===== src/rtl/isram_pkg.sv =====
// rtl/isram_pkg.sv - shared state, size codes and alignment check for the instruction-SRAM controller
package isram_pkg;

    typedef enum logic [1:0] {
        IDLE   = 2'd0,
        ACC_RD = 2'd1,
        LD_RSP = 2'd2,
        ST_WR  = 2'd3
    } state_t;

    localparam logic [1:0] SZ_B = 2'd0;
    localparam logic [1:0] SZ_H = 2'd1;
    localparam logic [1:0] SZ_W = 2'd2;

    // Size code 3 has no meaning and is rejected together with misaligned accesses.
    function automatic logic is_misaligned(input logic [1:0] size, input logic [1:0] adr_lo);
        return (size == 2'd3) ||
               ((size == SZ_H) && adr_lo[0]) ||
               ((size == SZ_W) && (adr_lo != 2'b00));
    endfunction

endpackage


===== src/rtl/isram_ctrl_if.sv =====
// rtl/isram_ctrl_if.sv - fetch and load/store request bus into the instruction-SRAM controller
interface isram_ctrl_if;

    logic        isram_cs;
    logic [28:0] isram_adr;
    logic [63:0] instr_fromsram;

    logic        lsu_req;
    logic        lsu_we;
    logic [31:0] lsu_adr;
    logic [1:0]  lsu_size;
    logic        lsu_unsigned;
    logic [31:0] lsu_wdata;
    logic [31:0] lsu_rdata;
    logic        lsu_done;
    logic        lsu_err;

    logic        lr_isram_cs;
    logic        lr_isram_cs_ff;

    modport master (
        output isram_cs, isram_adr,
        output lsu_req, lsu_we, lsu_adr, lsu_size, lsu_unsigned, lsu_wdata,
        input  instr_fromsram, lsu_rdata, lsu_done, lsu_err,
        input  lr_isram_cs, lr_isram_cs_ff
    );

    modport slave (
        input  isram_cs, isram_adr,
        input  lsu_req, lsu_we, lsu_adr, lsu_size, lsu_unsigned, lsu_wdata,
        output instr_fromsram, lsu_rdata, lsu_done, lsu_err,
        output lr_isram_cs, lr_isram_cs_ff
    );

endinterface


===== src/rtl/isram_lane_merge.sv =====
// rtl/isram_lane_merge.sv - byte-lane extraction for loads and lane replacement for read-modify-write stores
module isram_lane_merge
    import isram_pkg::*;
(
    input  logic [63:0] word,
    input  logic [2:0]  adr,
    input  logic [1:0]  size,
    input  logic        zero_ext,
    input  logic [31:0] wdata,
    output logic [31:0] load_data,
    output logic [63:0] merge_word
);

    logic [5:0]  shamt;
    logic [63:0] shifted;
    logic [63:0] lane_mask;
    logic        unused_hi;

    assign shamt     = {adr, 3'b000};
    assign shifted   = word >> shamt;
    assign unused_hi = ^shifted[63:32];

    // Pick the addressed lanes and extend them; the mask marks the same lanes for the store merge.
    always_comb begin
        load_data = shifted[31:0];
        lane_mask = 64'h0000_0000_FFFF_FFFF;
        case (size)
            SZ_B: begin
                load_data = {{24{~zero_ext & shifted[7]}}, shifted[7:0]};
                lane_mask = 64'h0000_0000_0000_00FF;
            end
            SZ_H: begin
                load_data = {{16{~zero_ext & shifted[15]}}, shifted[15:0]};
                lane_mask = 64'h0000_0000_0000_FFFF;
            end
            default: ;
        endcase
    end

    assign merge_word = (word & ~(lane_mask << shamt)) |
                        (({32'd0, wdata} & lane_mask) << shamt);

endmodule


===== src/rtl/isram_ctrl.sv =====
// rtl/isram_ctrl.sv - fetch responder and LSU arbiter for a single-port 64-bit instruction SRAM
module isram_ctrl
    import isram_pkg::*;
#(
    parameter int AW = 13
) (
    input  logic          clk,
    input  logic          cpurst,
    isram_ctrl_if.slave   bus,
    output logic          sram_ce,
    output logic          sram_we,
    output logic [AW-1:0] sram_addr,
    output logic [63:0]   sram_wdata,
    input  logic [63:0]   sram_rdata
);

    state_t        state;
    logic          fetch_own;
    logic          lr_q;
    logic          lr_ff_q;
    logic          done_q;
    logic          err_q;
    logic [63:0]   instr_hold;
    logic [31:0]   load_data;
    logic [63:0]   merge_word;
    logic [AW-1:0] fetch_word;
    logic [AW-1:0] lsu_word;
    logic          misaligned;
    logic          unused_adr_bits;

    assign fetch_word      = bus.isram_adr[AW-1:0];
    assign lsu_word        = bus.lsu_adr[AW+2:3];
    assign unused_adr_bits = ^{bus.isram_adr[28:AW], bus.lsu_adr[31:AW+3]};
    assign misaligned      = is_misaligned(bus.lsu_size, bus.lsu_adr[1:0]);

    isram_lane_merge u_lane (
        .word       (sram_rdata),
        .adr        (bus.lsu_adr[2:0]),
        .size       (bus.lsu_size),
        .zero_ext   (bus.lsu_unsigned),
        .wdata      (bus.lsu_wdata),
        .load_data  (load_data),
        .merge_word (merge_word)
    );

    // Ownership FSM; a request seen in the misaligned done cycle is the one just answered, so it is ignored.
    always_ff @(posedge clk or posedge cpurst) begin
        if (cpurst) begin
            state     <= IDLE;
            lr_q      <= 1'b0;
            done_q    <= 1'b0;
            err_q     <= 1'b0;
            fetch_own <= 1'b0;
        end else begin
            done_q    <= 1'b0;
            err_q     <= 1'b0;
            fetch_own <= 1'b0;
            case (state)
                IDLE: begin
                    fetch_own <= bus.isram_cs;
                    if (bus.lsu_req && !done_q) begin
                        if (misaligned) begin
                            done_q <= 1'b1;
                            err_q  <= 1'b1;
                        end else begin
                            state <= ACC_RD;
                            lr_q  <= 1'b1;
                        end
                    end
                end
                ACC_RD: begin
                    state  <= bus.lsu_we ? ST_WR : LD_RSP;
                    done_q <= 1'b1;
                end
                default: begin
                    state <= IDLE;
                    lr_q  <= 1'b0;
                end
            endcase
        end
    end

    // Delayed ownership flag lets fetch see the cycle ownership was taken.
    always_ff @(posedge clk or posedge cpurst) begin
        if (cpurst) begin
            lr_ff_q <= 1'b0;
        end else begin
            lr_ff_q <= lr_q;
        end
    end

    // Keep the last fetched word so fetch still sees it while the LSU owns the macro.
    always_ff @(posedge clk or posedge cpurst) begin
        if (cpurst) begin
            instr_hold <= '0;
        end else if (fetch_own) begin
            instr_hold <= sram_rdata;
        end
    end

    // Macro port steering: fetch address in IDLE, LSU address while the LSU owns the macro.
    always_comb begin
        sram_ce   = 1'b0;
        sram_we   = 1'b0;
        sram_addr = fetch_word;
        if (!cpurst) begin
            case (state)
                IDLE: sram_ce = bus.isram_cs;
                ACC_RD: begin
                    sram_ce   = 1'b1;
                    sram_addr = lsu_word;
                end
                ST_WR: begin
                    sram_ce   = 1'b1;
                    sram_we   = 1'b1;
                    sram_addr = lsu_word;
                end
                default: sram_addr = lsu_word;
            endcase
        end
    end

    assign sram_wdata         = merge_word;
    assign bus.instr_fromsram = fetch_own ? sram_rdata : instr_hold;
    assign bus.lsu_rdata      = (state == LD_RSP) ? load_data : 32'd0;
    assign bus.lsu_done       = done_q;
    assign bus.lsu_err        = err_q;
    assign bus.lr_isram_cs    = lr_q;
    assign bus.lr_isram_cs_ff = lr_ff_q;

endmodule


===== src/flat_wrapper.sv =====
// flat-port wrapper written by rule: the top's interface ports become plain ports
module isram_ctrl_flat import isram_pkg::*;
#(
    parameter int AW = 13
)
  (clk, cpurst, sram_ce, sram_we, sram_addr, sram_wdata, sram_rdata, bus_isram_cs, bus_isram_adr, bus_lsu_req, bus_lsu_we, bus_lsu_adr, bus_lsu_size, bus_lsu_unsigned, bus_lsu_wdata, bus_instr_fromsram, bus_lsu_rdata, bus_lsu_done, bus_lsu_err, bus_lr_isram_cs, bus_lr_isram_cs_ff);
  isram_ctrl_if bus_i ();
  input  logic clk;
  input  logic cpurst;
  output logic sram_ce;
  output logic sram_we;
  output logic [AW-1:0] sram_addr;
  output logic [63:0] sram_wdata;
  input  logic [63:0] sram_rdata;
  input wire logic [$bits(bus_i.isram_cs)-1:0] bus_isram_cs;
  input wire logic [$bits(bus_i.isram_adr)-1:0] bus_isram_adr;
  input wire logic [$bits(bus_i.lsu_req)-1:0] bus_lsu_req;
  input wire logic [$bits(bus_i.lsu_we)-1:0] bus_lsu_we;
  input wire logic [$bits(bus_i.lsu_adr)-1:0] bus_lsu_adr;
  input wire logic [$bits(bus_i.lsu_size)-1:0] bus_lsu_size;
  input wire logic [$bits(bus_i.lsu_unsigned)-1:0] bus_lsu_unsigned;
  input wire logic [$bits(bus_i.lsu_wdata)-1:0] bus_lsu_wdata;
  output wire logic [$bits(bus_i.instr_fromsram)-1:0] bus_instr_fromsram;
  output wire logic [$bits(bus_i.lsu_rdata)-1:0] bus_lsu_rdata;
  output wire logic [$bits(bus_i.lsu_done)-1:0] bus_lsu_done;
  output wire logic [$bits(bus_i.lsu_err)-1:0] bus_lsu_err;
  output wire logic [$bits(bus_i.lr_isram_cs)-1:0] bus_lr_isram_cs;
  output wire logic [$bits(bus_i.lr_isram_cs_ff)-1:0] bus_lr_isram_cs_ff;
  assign bus_i.isram_cs = bus_isram_cs;
  assign bus_i.isram_adr = bus_isram_adr;
  assign bus_i.lsu_req = bus_lsu_req;
  assign bus_i.lsu_we = bus_lsu_we;
  assign bus_i.lsu_adr = bus_lsu_adr;
  assign bus_i.lsu_size = bus_lsu_size;
  assign bus_i.lsu_unsigned = bus_lsu_unsigned;
  assign bus_i.lsu_wdata = bus_lsu_wdata;
  assign bus_instr_fromsram = bus_i.instr_fromsram;
  assign bus_lsu_rdata = bus_i.lsu_rdata;
  assign bus_lsu_done = bus_i.lsu_done;
  assign bus_lsu_err = bus_i.lsu_err;
  assign bus_lr_isram_cs = bus_i.lr_isram_cs;
  assign bus_lr_isram_cs_ff = bus_i.lr_isram_cs_ff;
  isram_ctrl #(.AW(AW)) u_core (.clk(clk), .cpurst(cpurst), .bus(bus_i), .sram_ce(sram_ce), .sram_we(sram_we), .sram_addr(sram_addr), .sram_wdata(sram_wdata), .sram_rdata(sram_rdata));
endmodule

===== config.mk =====
export PLATFORM = sky130hd
export DESIGN_NAME = isram_ctrl_flat
export DESIGN_NICKNAME = d
export VERILOG_FILES = /design/src/rtl/isram_pkg.sv /design/src/rtl/isram_ctrl_if.sv /design/src/rtl/isram_lane_merge.sv /design/src/rtl/isram_ctrl.sv /design/src/flat_wrapper.sv
export SDC_FILE = /design/constraint.sdc
export NUM_CORES = 1
export LEC_CHECK = 0
export CORE_AREA = 2 2 135 137
export DETAILED_ROUTE_END_ITERATION = 12
export DIE_AREA = 0 0 137 139
export PLACE_DENSITY_LB_ADDON = 0.2
export SLEW_MARGIN = 5
export SYNTH_ARGS = -nofsm -noshare
export SYNTH_HDL_FRONTEND = slang
export SYNTH_SLANG_ARGS = --single-unit

===== constraint.sdc =====
create_clock -name clk -period 8.5 [get_ports clk]
set_input_delay 2.125 -clock clk [delete_from_list [all_inputs] [get_ports clk]]
set_output_delay 2.125 -clock clk [all_outputs]
set_load 0.05 [all_outputs]

==> metrics, run 1 <==
min-delay src u_core.bus.lr_isram_cs; Synth top area share 28.46%; Commonest cells post-synth mux2_2, nand2_1, dfrtp_1; Die ar. 19040 um^2; R2R depth 2; Mean Syn Cell Area 9.139 um^2; FFs w/ async S/R, synth 100.0%; min Tclk post-route 7.360 ns; Max H-tree Level 3; crit path DAT 5.23 ns; Worst EP required 6.38 ns; Placer Congestion 0.9405; number of routed nets with antenna violations 0; setup TNS 0 ns; Antenna diodes 0; Overall Global Routing Usage 30.46%; reg2reg start u_core.fetch_own; Synth Net Count 848; hold path cells 0; Starting Density 35.35%; Worst Setup End Kind output port; Reg2Reg Capture Point u_core.instr_hold[32]; switching share of power 50.44%; Post-DP HPWL 22490 um; endpoints failing setup 0; share of total power in the clock network 13.8%; post-cts sizing count 0; status finished, final reports clean; 1st-iter DRT viols 760; CP startpoint kind primary input; Switch Pwr 0.001480 W; CTS sink count 71; Synth Area in Compound Gates 21.89%; Slew HR 23.52%; Least-Margin Pin Slew 1.145 ns; first-pass GRT wire length 43080 um; Hold Path End u_core.bus.lr_isram_cs_ff; final worst-path cycle share 86.59%; clk buf depth 2; antenna violations before repair 0; clock-pin slew on the worst setup and hold paths 0.06 ns; Synth Area in XOR/XNOR 0%; Post-Syn Area 6242 um^2; grt total ovfl 0; Unique masters post-synth 48; site row count 49; final hold violation count 0; router iterations before antenna repair 5; Fmax 135.9 MHz; simple-gate portion of the synthesized area 13.59%; Max Cap Viol 0; CTS Buf Count 9; dominant cell type by area after synthesis dfrtp_1; Clock Skew 0.008140 ns; share of cells above drive strength 1 18.13%; WL/cell 24.65 um; CP Class primary input to output port; Post-Route WL 29580 um; Residual DRC 0; largest net degree at the start of global routing 73; buffers added on ports 311; RSZ-0062 raised after global routing false; Leak Pwr 3.844 nW; top_reg_cell synth dfrtp_1; Clock Latency Late Sink 0.34 ns; Ys Warns 0; vias in the first global route 6795; nets 1131; Setup Buffers After CTS 0; filler cell count 1623; Die Span Y 139 um; top post-synthesis cells by area dfrtp_1, mux2_2, mux4_2; core box area 17660 um^2; cts hold-fix bufs 0; crit path launch bus_lsu_size[0]; vias per inst 5.984; Die Wd 137 um; Synth Register Bits 71; Cell Pwr Density 298.8 nW/um^2; Crit Path Max Fanout 13; post-synthesis mux area share 31.59%; TritonCTS clock tree done; post-synthesis sequential area ratio 28.46%; Top Ports 344; r2r setup slk 6.88 ns; Internal Power 0.001454 W; Vias 7181; Hold Path Class flop to flop; total power 0.002933 W; Slew Viols, Final 0; power share of the sequential group 18.7%; worst ir drop on vdd 253.8 uV; Root Buffer clkbuf_16; Comb pwr share 67.5%; Layout area overhead 57.27%; EDFF count, synth 0; adder-cell share of the synthesized area 0%; Gate Count Post-Synth 683; most frequent cell after synthesis mux2_2; largest family of logic cells by synthesized area multiplexers
## power by group through the flow
| stage | sequential (W) | combinational [W] | clock [W] |
|---|---|---|---|
| after global routing | 0.000568 | 0.00205 | 0.000432 |
| after CTS | 0.000551 | 0.00198 | 0.000413 |
| final | 0.000550 | 0.00198 | 0.000405 |
| after global placement | 0.000548 | 0.00197 | 0 |
| after detailed placement | 0.000557 | 0.00197 | 0 |
| after floorplan | 0.000568 | 0.00130 | 0 |
## registers in the layout (all words and copies together), names as in the netlist
register and count:
u_core.state 2, u_core.instr_hold 64, u_core.bus.lsu_done 1, u_core.fetch_own 1
u_core.bus.lr_isram_cs_ff 1, u_core.bus.lsu_err 1, u_core.bus.lr_isram_cs 1
## cell type report
cell class	instances	area (um^2)	share of cell area [%]
Multi-Input combinational cell	550	4187	42.65
Timing Repair Buffer	328	3228	32.88
Sequential cell	71	1778	18.11
Tap cell	229	286.5	2.919
Clock buffer	11	232.7	2.371
Clock inverter	5	82.58	0.8412
Inverter	6	22.52	0.2294
## metrics by stage
step	setup WS (ns)	hold slack (ns)	utilization (%)	cell area [um^2]	std cells
floorplan	1.418	0.5621	-	6242	683
global placement	1.187	0.3997	53.81	9502	1184
detailed placement	1.175	0.3997	53.81	9502	1184
CTS	1.165	0.4135	55.60	9817	1200
global route	0.9968	0.4194	55.60	9817	1200
finish	1.140	0.4026	55.60	9817	1200
## worst max-delay path, stage by stage
cell,delay (ns)
clkdlybuf4s50_1,0.69
and2_1,0.44
nor2_1,0.20
nor2_1,0.06
o21ai_1,0.62
a22o_1,0.27
clkdlybuf4s50_1,0.81
## worst max path at each step
stage / endpoint / slack [ns]
2_1_floorplan: sram_addr[0] / 1.42
3_3_place_gp: sram_wdata[20] / 1.19
3_5_place_dp: sram_wdata[20] / 1.17
4_1_cts: sram_wdata[20] / 1.16
5_1_grt: sram_wdata[20] / 1.0
6_report: sram_wdata[20] / 1.14
## cells by family after synthesis
logic type,count (synthesis)
compound gates,200
mux,158
simple gates,192
flops,71
buf+inv,62
## per-layer routing
| layer | vias to the layer above | share of wire [%] | global-route usage, % |
|---|---|---|---|
| met5 | - | 0 | 0 |
| met4 | 0 | 4.4 | 12.37 |
| met3 | 83 | 10 | 7.383 |
| met2 | 474 | 46 | 47.87 |
| met1 | 3474 | 39 | 39.99 |
| li1 | 3150 | - | - |
## placed cells by master, fill, tap and decap left out, types with 3 or more instances in the layout
master and n:
clkdlybuf4s50_1 308, mux2_2 108, nand2_1 82, dfrtp_1 70, a21oi_1 53, nor2_1 45, nand3_1 35, o21ai_0 33
a22o_1 30, mux2i_1 29, o211ai_1 21, mux4_2 20, buf_4 18, o21ai_1 14, o221ai_1 13, a22oi_1 12
and2_1 10, clkbuf_16 9, a221o_1 8, nor2b_1 5, nand2b_1 3, or2_2 3, a21o_1 3, clkinvlp_4 3
Power figures use the tool's default switching activity.
==> run 2, diff against run 1 <==
--- a/config.mk
+++ b/config.mk
@@ -5,9 +5,10 @@
 export SDC_FILE = /design/constraint.sdc
 export NUM_CORES = 1
 export LEC_CHECK = 0
-export CORE_AREA = 2 2 135 137
+export CORE_AREA = 2 2 132 134
 export DETAILED_ROUTE_END_ITERATION = 12
-export DIE_AREA = 0 0 137 139
+export DIE_AREA = 0 0 134 136
+export GPL_ROUTABILITY_DRIVEN = 0
 export PLACE_DENSITY_LB_ADDON = 0.2
 export SLEW_MARGIN = 5
 export SYNTH_ARGS = -nofsm -noshare
==> constraint.sdc (replaced) <==
create_clock -name clk -period 7 [get_ports clk]
set_input_delay 1.75 -clock clk [delete_from_list [all_inputs] [get_ports clk]]
set_output_delay 1.75 -clock clk [all_outputs]
set_load 0.05 [all_outputs]
==> run 2 against run 1 <==
Final cell count grew 0.42%. Final area grew 2.0%. Sequential power is 25% higher. Global-route usage rose by 1.5 points. Combinational power up 23%. Total power rose by 23%.
==> metrics, run 2 (synthesis gave the netlist of run 1 again) <==
status finished, final reports clean (unchanged); most common cell after layout, fill and taps aside clkdlybuf4s50_1 (unchanged); hold path cells 0 (unchanged); RSZ-0062 raised after global routing false (unchanged); crit path DAT 4.59 ns (was 5.23 ns); Biggest register u_core.instr_hold (unchanged); Max H-tree Level 3 (unchanged); Worst EP required 5.25 ns (was 6.38 ns); Top Ports 344 (unchanged); Post-DP HPWL 22890 um (was 22490 um); final worst-path cycle share 90.58%; nets 1140 (was 1131); busiest grt layer met2 (unchanged); number of routed nets with antenna violations 0 (unchanged); 1st-iter DRT viols 687 (was 760); Hold Path Class flop to flop (unchanged); endpoints failing setup 0 (unchanged); Cell Pwr Density 360.6 nW/um^2 (was 298.8 nW/um^2); Clock Latency Late Sink 0.34 ns (about the same); Setup Buffers After CTS 0 (unchanged); Root Buffer clkbuf_16 (unchanged); worst hold slack 0.4060 ns (was 0.4026 ns); vias in the first global route 6981 (was 6795); R2R depth 2 (unchanged); Starting Density 36.99% (was 35.35%); Least-Margin Pin Slew 0.9491 ns (was 1.145 ns); Fmax 157.7 MHz; filler cell count 1473 (was 1623); CP Class primary input to output port (unchanged); setup slack after layout 0.6591 ns (was 1.140 ns); Residual DRC 0 (unchanged); Post-Place Setup Slack 0.7466 ns (was 1.175 ns); Die Span Y 136 um (was 139 um); DP Area 9702 um^2 (was 9502 um^2); Post-Route WL 29950 um (was 29580 um); clock-pin slew on the worst setup and hold paths 0.06 ns (about the same); vias per inst 5.998 (was 5.984); switching share of power 50.20% (was 50.44%); WL/cell 24.85 um (was 24.65 um); final hold violation count 0 (unchanged); post-cts sizing count 0 (unchanged); most frequent cells in the layout clkdlybuf4s50_1, mux2_2, nand2_1, dfrtp_1, buf_4 (was clkdlybuf4s50_1, mux2_2, nand2_1, dfrtp_1, a21oi_1); Worst Setup End Kind output port (unchanged); cts hold-fix bufs 0 (unchanged); grt total ovfl 0 (unchanged); CTS Buf Count 9 (unchanged); power share of the sequential group 19.1% (was 18.7%); clk buf depth 2 (unchanged); router iterations before antenna repair 5 (unchanged); min-delay src u_core.bus.lr_isram_cs (unchanged); Die ar. 18220 um^2 (was 19040 um^2); Vias 7227 (was 7181); Reg2Reg Capture Point u_core.instr_hold[32] (unchanged); Largest regs u_core.instr_hold (64), u_core.state (2) (unchanged); min Tclk post-route 6.341 ns; share of cells above drive strength 1 25.00% (was 18.13%); met1 GRT Util 38.88% (was 39.99%); Leak Pwr 4.040 nW (was 3.844 nW); Die Wd 134 um (was 137 um); core box area 16880 um^2 (was 17660 um^2); Switch Pwr 0.001813 W (was 0.001480 W); TritonCTS clock tree done (unchanged); CP startpoint kind primary input (unchanged); met3 usage 9.508% (was 7.383%); largest net degree at the start of global routing 74 (was 73); Layout area overhead 60.47% (was 57.27%); Max Cap Viol 0 (unchanged); site row count 48 (was 49); crit path launch bus_lsu_size[1] (was bus_lsu_size[0]); total power 0.003612 W (was 0.002933 W); antenna violations before repair 0 (unchanged); worst ir drop on vdd 259.2 uV (was 253.8 uV); Comb pwr share 67.3% (was 67.5%); Hold Path End u_core.bus.lr_isram_cs_ff (unchanged); Crit Path Max Fanout 17 (was 13); Slew HR 36.49% (was 23.52%); max FFs per register 64 (unchanged); first-pass GRT wire length 43450 um (was 43080 um); Antenna diodes 0 (unchanged); reg2reg start u_core.fetch_own (unchanged); Overall Global Routing Usage 31.96% (was 30.46%); met2 Track Usage GR 52.42% (was 47.87%); r2r setup slk 5.07 ns (was 6.88 ns); Clock Skew 0.008025 ns (was 0.008140 ns); buffers added on ports 311 (unchanged); Internal Power 0.001798 W (was 0.001454 W); final instance area 10020 um^2 (was 9817 um^2); CTS sink count 71 (unchanged); Slew Viols, Final 0 (unchanged); setup TNS 0 ns (unchanged); share of total power in the clock network 13.7% (was 13.8%)
==> run 2: worst max path at each step <==
stage	end	slack, ns
2_1_floorplan	sram_addr[0]	0.67
3_3_place_gp	sram_wdata[26]	0.76
3_5_place_dp	sram_wdata[26]	0.75
4_1_cts	sram_wdata[26]	0.74
5_1_grt	sram_wdata[30]	0.64
6_report	sram_wdata[26]	0.66
==> run 2: final cells by class <==
cell class                      instances  area [um^2]  share of cell area (%)
Tap cell                              225        281.5                   2.810
Multi-Input combinational cell        550         4187                   41.79
Timing Repair Buffer                  337         3433                   34.27
Inverter                                6        22.52                  0.2248
Sequential cell                        71         1778                   17.75
Clock inverter                          5        82.58                  0.8244
Clock buffer                           11        232.7                   2.323
==> run 2: layer usage <==
layer | share of wire [%] | vias up
li1 | - | 3167
met1 | 37 | 3471
met3 | 12 | 79
met5 | 0 | -
met4 | 4.4 | 0
met2 | 47 | 510
==> run 2: per-stage QoR <==
step / utilization (%) / std cells
2_1_floorplan: - / 683
3_3_place_gp: 57.49 / 1189
3_5_place_dp: 57.49 / 1189
4_1_cts: 59.36 / 1205
5_1_grt: 59.36 / 1205
6_report: 59.36 / 1205
==> run 2: critical path, stage by stage <==
cell and delay, ns:
clkdlybuf4s50_1 0.74, buf_4 0.36, o21ai_1 0.64, a22o_1 0.22, clkdlybuf4s50_1 0.86
==> run 2: power groups by stage <==
stage	combinational [W]	sequential (W)	clock (W)
floorplan	0.00158	0.000690	0
global placement	0.00241	0.000688	0
detailed placement	0.00242	0.000698	0
CTS	0.00243	0.000691	0.000503
global route	0.00251	0.000712	0.000522
finish	0.00243	0.000689	0.000493
==> run 3, diff against run 2 <==
==> constraint.sdc (replaced) <==
create_clock -name clk -period 6.1 [get_ports clk]
set_input_delay 1.525 -clock clk [delete_from_list [all_inputs] [get_ports clk]]
set_output_delay 1.525 -clock clk [all_outputs]
set_load 0.05 [all_outputs]
==> run 3 against run 2 <==
Via count is 0.37% higher. Sequential share of layout area is 1.3 points lower. Register-to-register slack worse by 0.95 ns. Wire length is 1.3% higher. Final cell count is 1.1% higher. Combinational power is 21% higher. Clock-buffer cell count stayed put. Worst hold slack better by 0.0068 ns. Largest cell class is now non-clock buffers.
==> metrics, run 3 (synthesis gave the netlist of run 1 again) <==
Max H-tree Level 3 (unchanged); Buf/Inv on CP 2 (was 3); met1 GRT Util 40.27% (was 38.88%); Layout area overhead 73.48% (was 60.47%); Post-Route WL 30350 um (was 29950 um); CP Class primary input to output port (unchanged); number of routed nets with antenna violations 0 (unchanged); buffers added on ports 311 (unchanged); Comb pwr share 67.6% (was 67.3%); nets 1153 (was 1140); setup TNS 0 ns (unchanged); Top Ports 344 (unchanged); Post-DP HPWL 23540 um (was 22890 um); Cell Pwr Density 400.7 nW/um^2 (was 360.6 nW/um^2); crit path launch bus_lsu_adr[1] (was bus_lsu_size[1]); clock-pin slew on the worst setup and hold paths 0.06 ns (about the same); Reg2Reg Capture Point u_core.instr_hold[11] (was u_core.instr_hold[32]); status finished, final reports clean (unchanged); final hold violation count 0 (unchanged); Crit Path Max Fanout 28 (was 17); Worst EP required 4.58 ns (was 5.25 ns); first-pass GRT wire length 43940 um (was 43450 um); Biggest register u_core.instr_hold (unchanged); largest net degree at the start of global routing 72 (was 74); Die Wd 134 um (unchanged); Worst path slowest cell clkdlybuf4s50_1 (unchanged); power share of the sequential group 18.6% (was 19.1%); CTS Buf Count 9 (unchanged); Largest regs u_core.instr_hold (64), u_core.state (2) (unchanged); critical path's top delay family buffers and inverters (unchanged); share of cells above drive strength 1 29.41% (was 25.00%); CP startpoint kind primary input (unchanged); Clock Skew 0.005695 ns (was 0.008025 ns); Worst Setup End Kind output port (unchanged); most frequent cells in the layout clkdlybuf4s50_1, mux2_2, buf_12, nand2_1, dfrtp_1 (was clkdlybuf4s50_1, mux2_2, nand2_1, dfrtp_1, buf_4); post-cts sizing count 0 (unchanged); Vias 7254 (was 7227); setup slack after layout 0.6211 ns (was 0.6591 ns); area occupied by registers 1778 um^2 (unchanged); worst ir drop on vdd 295.0 uV (was 259.2 uV); Clock Latency Late Sink 0.34 ns (about the same); Internal Power 0.002227 W (was 0.001798 W); vias per inst 5.956 (was 5.998); switching share of power 48.67% (was 50.20%); met2 Track Usage GR 53.19% (was 52.42%); Worst path max stage delay 0.70 ns (was 0.86 ns); Switch Pwr 0.002112 W (was 0.001813 W); met3 usage 8.688% (was 9.508%); vias in the first global route 6969 (was 6981); Antenna diodes 0 (unchanged); Leak Pwr 4.425 nW (was 4.040 nW); Post-Place Setup Slack 0.6564 ns (was 0.7466 ns); clk buf depth 2 (unchanged); Least-Margin Pin Slew 0.9723 ns (was 0.9491 ns); Fmax 182.5 MHz; multi-input logic area 4187 um^2 (unchanged); Slew Viols, Final 0 (unchanged); reg2reg start u_core.fetch_own (unchanged); endpoints failing setup 0 (unchanged); Max Cap Viol 0 (unchanged); Die ar. 18220 um^2 (unchanged); router iterations before antenna repair 5 (unchanged); WL/cell 24.91 um (was 24.85 um); RSZ-0062 raised after global routing false (unchanged); share of total power in the clock network 13.9% (was 13.7%); antenna violations before repair 0 (unchanged); Hold Path Class flop to flop (unchanged); r2r setup slk 4.12 ns (was 5.07 ns); grt total ovfl 0 (unchanged); busiest grt layer met2 (unchanged); Root Buffer clkbuf_16 (unchanged); final worst-path cycle share 89.82%; Slew HR 35.18% (was 36.49%); Starting Density 36.99% (unchanged); max FFs per register 64 (unchanged); Overall Global Routing Usage 32.45% (was 31.96%); total power 0.004339 W (was 0.003612 W); TritonCTS clock tree done (unchanged); min Tclk post-route 5.479 ns; filler cell count 1332 (was 1473); crit path DAT 3.95 ns (was 4.59 ns); Setup Buffers After CTS 0 (unchanged); cts hold-fix bufs 0 (unchanged); CTS sink count 71 (unchanged); site row count 48 (unchanged); Die Span Y 136 um (unchanged); worst hold slack 0.4128 ns (was 0.4060 ns); crit path to sram_wdata[1] (was sram_wdata[26]); core box area 16880 um^2 (unchanged); 1st-iter DRT viols 921 (was 687); worst-path cell chain buf_2, or2_2, nor2_2, mux2_2, clkdlybuf4s50_1 (was clkdlybuf4s50_1, buf_4, o21ai_1, a22o_1, clkdlybuf4s50_1); R2R depth 2 (unchanged); WP depth 5 (unchanged); most common cell after layout, fill and taps aside clkdlybuf4s50_1 (unchanged); Residual DRC 0 (unchanged)
==> run 3: cell count changes in the layout (fill, tap and decap cells not counted), sizes merged <==
cell,previous run,this run
buf,89,136
bufinv,2,3
clkdlybuf4s50,248,214
clkinv,2,3
clkinvlp,3,1
==> run 3: worst min path at each step <==
stage,from,end,depth (start not counted)
after floorplan,u_core.state[0],u_core.state[0],2
after global placement,u_core.bus.lr_isram_cs,u_core.bus.lr_isram_cs_ff,0
after detailed placement,u_core.bus.lr_isram_cs,u_core.bus.lr_isram_cs_ff,0
after CTS,u_core.bus.lr_isram_cs,u_core.bus.lr_isram_cs_ff,0
after global routing,u_core.bus.lr_isram_cs,u_core.bus.lr_isram_cs_ff,0
final,u_core.bus.lr_isram_cs,u_core.bus.lr_isram_cs_ff,0
==> run 3: area by class of cell <==
cell class | instances | share of cell area (%)
Multi-Input combinational cell | 550 | 38.66
Clock inverter | 5 | 0.9821
Timing Repair Buffer | 350 | 38.98
Sequential cell | 71 | 16.42
Inverter | 6 | 0.2080
Clock buffer | 11 | 2.149
Tap cell | 225 | 2.600
==> run 3: power by group through the flow <==
stage	clock network [W]	logic, W	registers [W]
5_1_grt	0.000636	0.00303	0.000833
3_5_place_dp	0	0.00292	0.000815
2_1_floorplan	0	0.00181	0.000791
3_3_place_gp	0	0.00291	0.000799
4_1_cts	0.000614	0.00293	0.000808
6_report	0.000601	0.00293	0.000807
==> run 3: metal layers <==
layer | vias up | wire length, um
li1 | 3184 | -
met1 | 3406 | 11270
met2 | 576 | 14260
met3 | 88 | 3564
met4 | 0 | 1257
met5 | - | 0
==> run 3: per-stage QoR <==
step / instances / area (um^2) / util [%]
5_1_grt: 1218 / 10830 / 64.17
4_1_cts: 1218 / 10830 / 64.17
6_report: 1218 / 10830 / 64.17
3_5_place_dp: 1202 / 10490 / 62.16
2_1_floorplan: 683 / 6242 / -
3_3_place_gp: 1202 / 10490 / 62.16
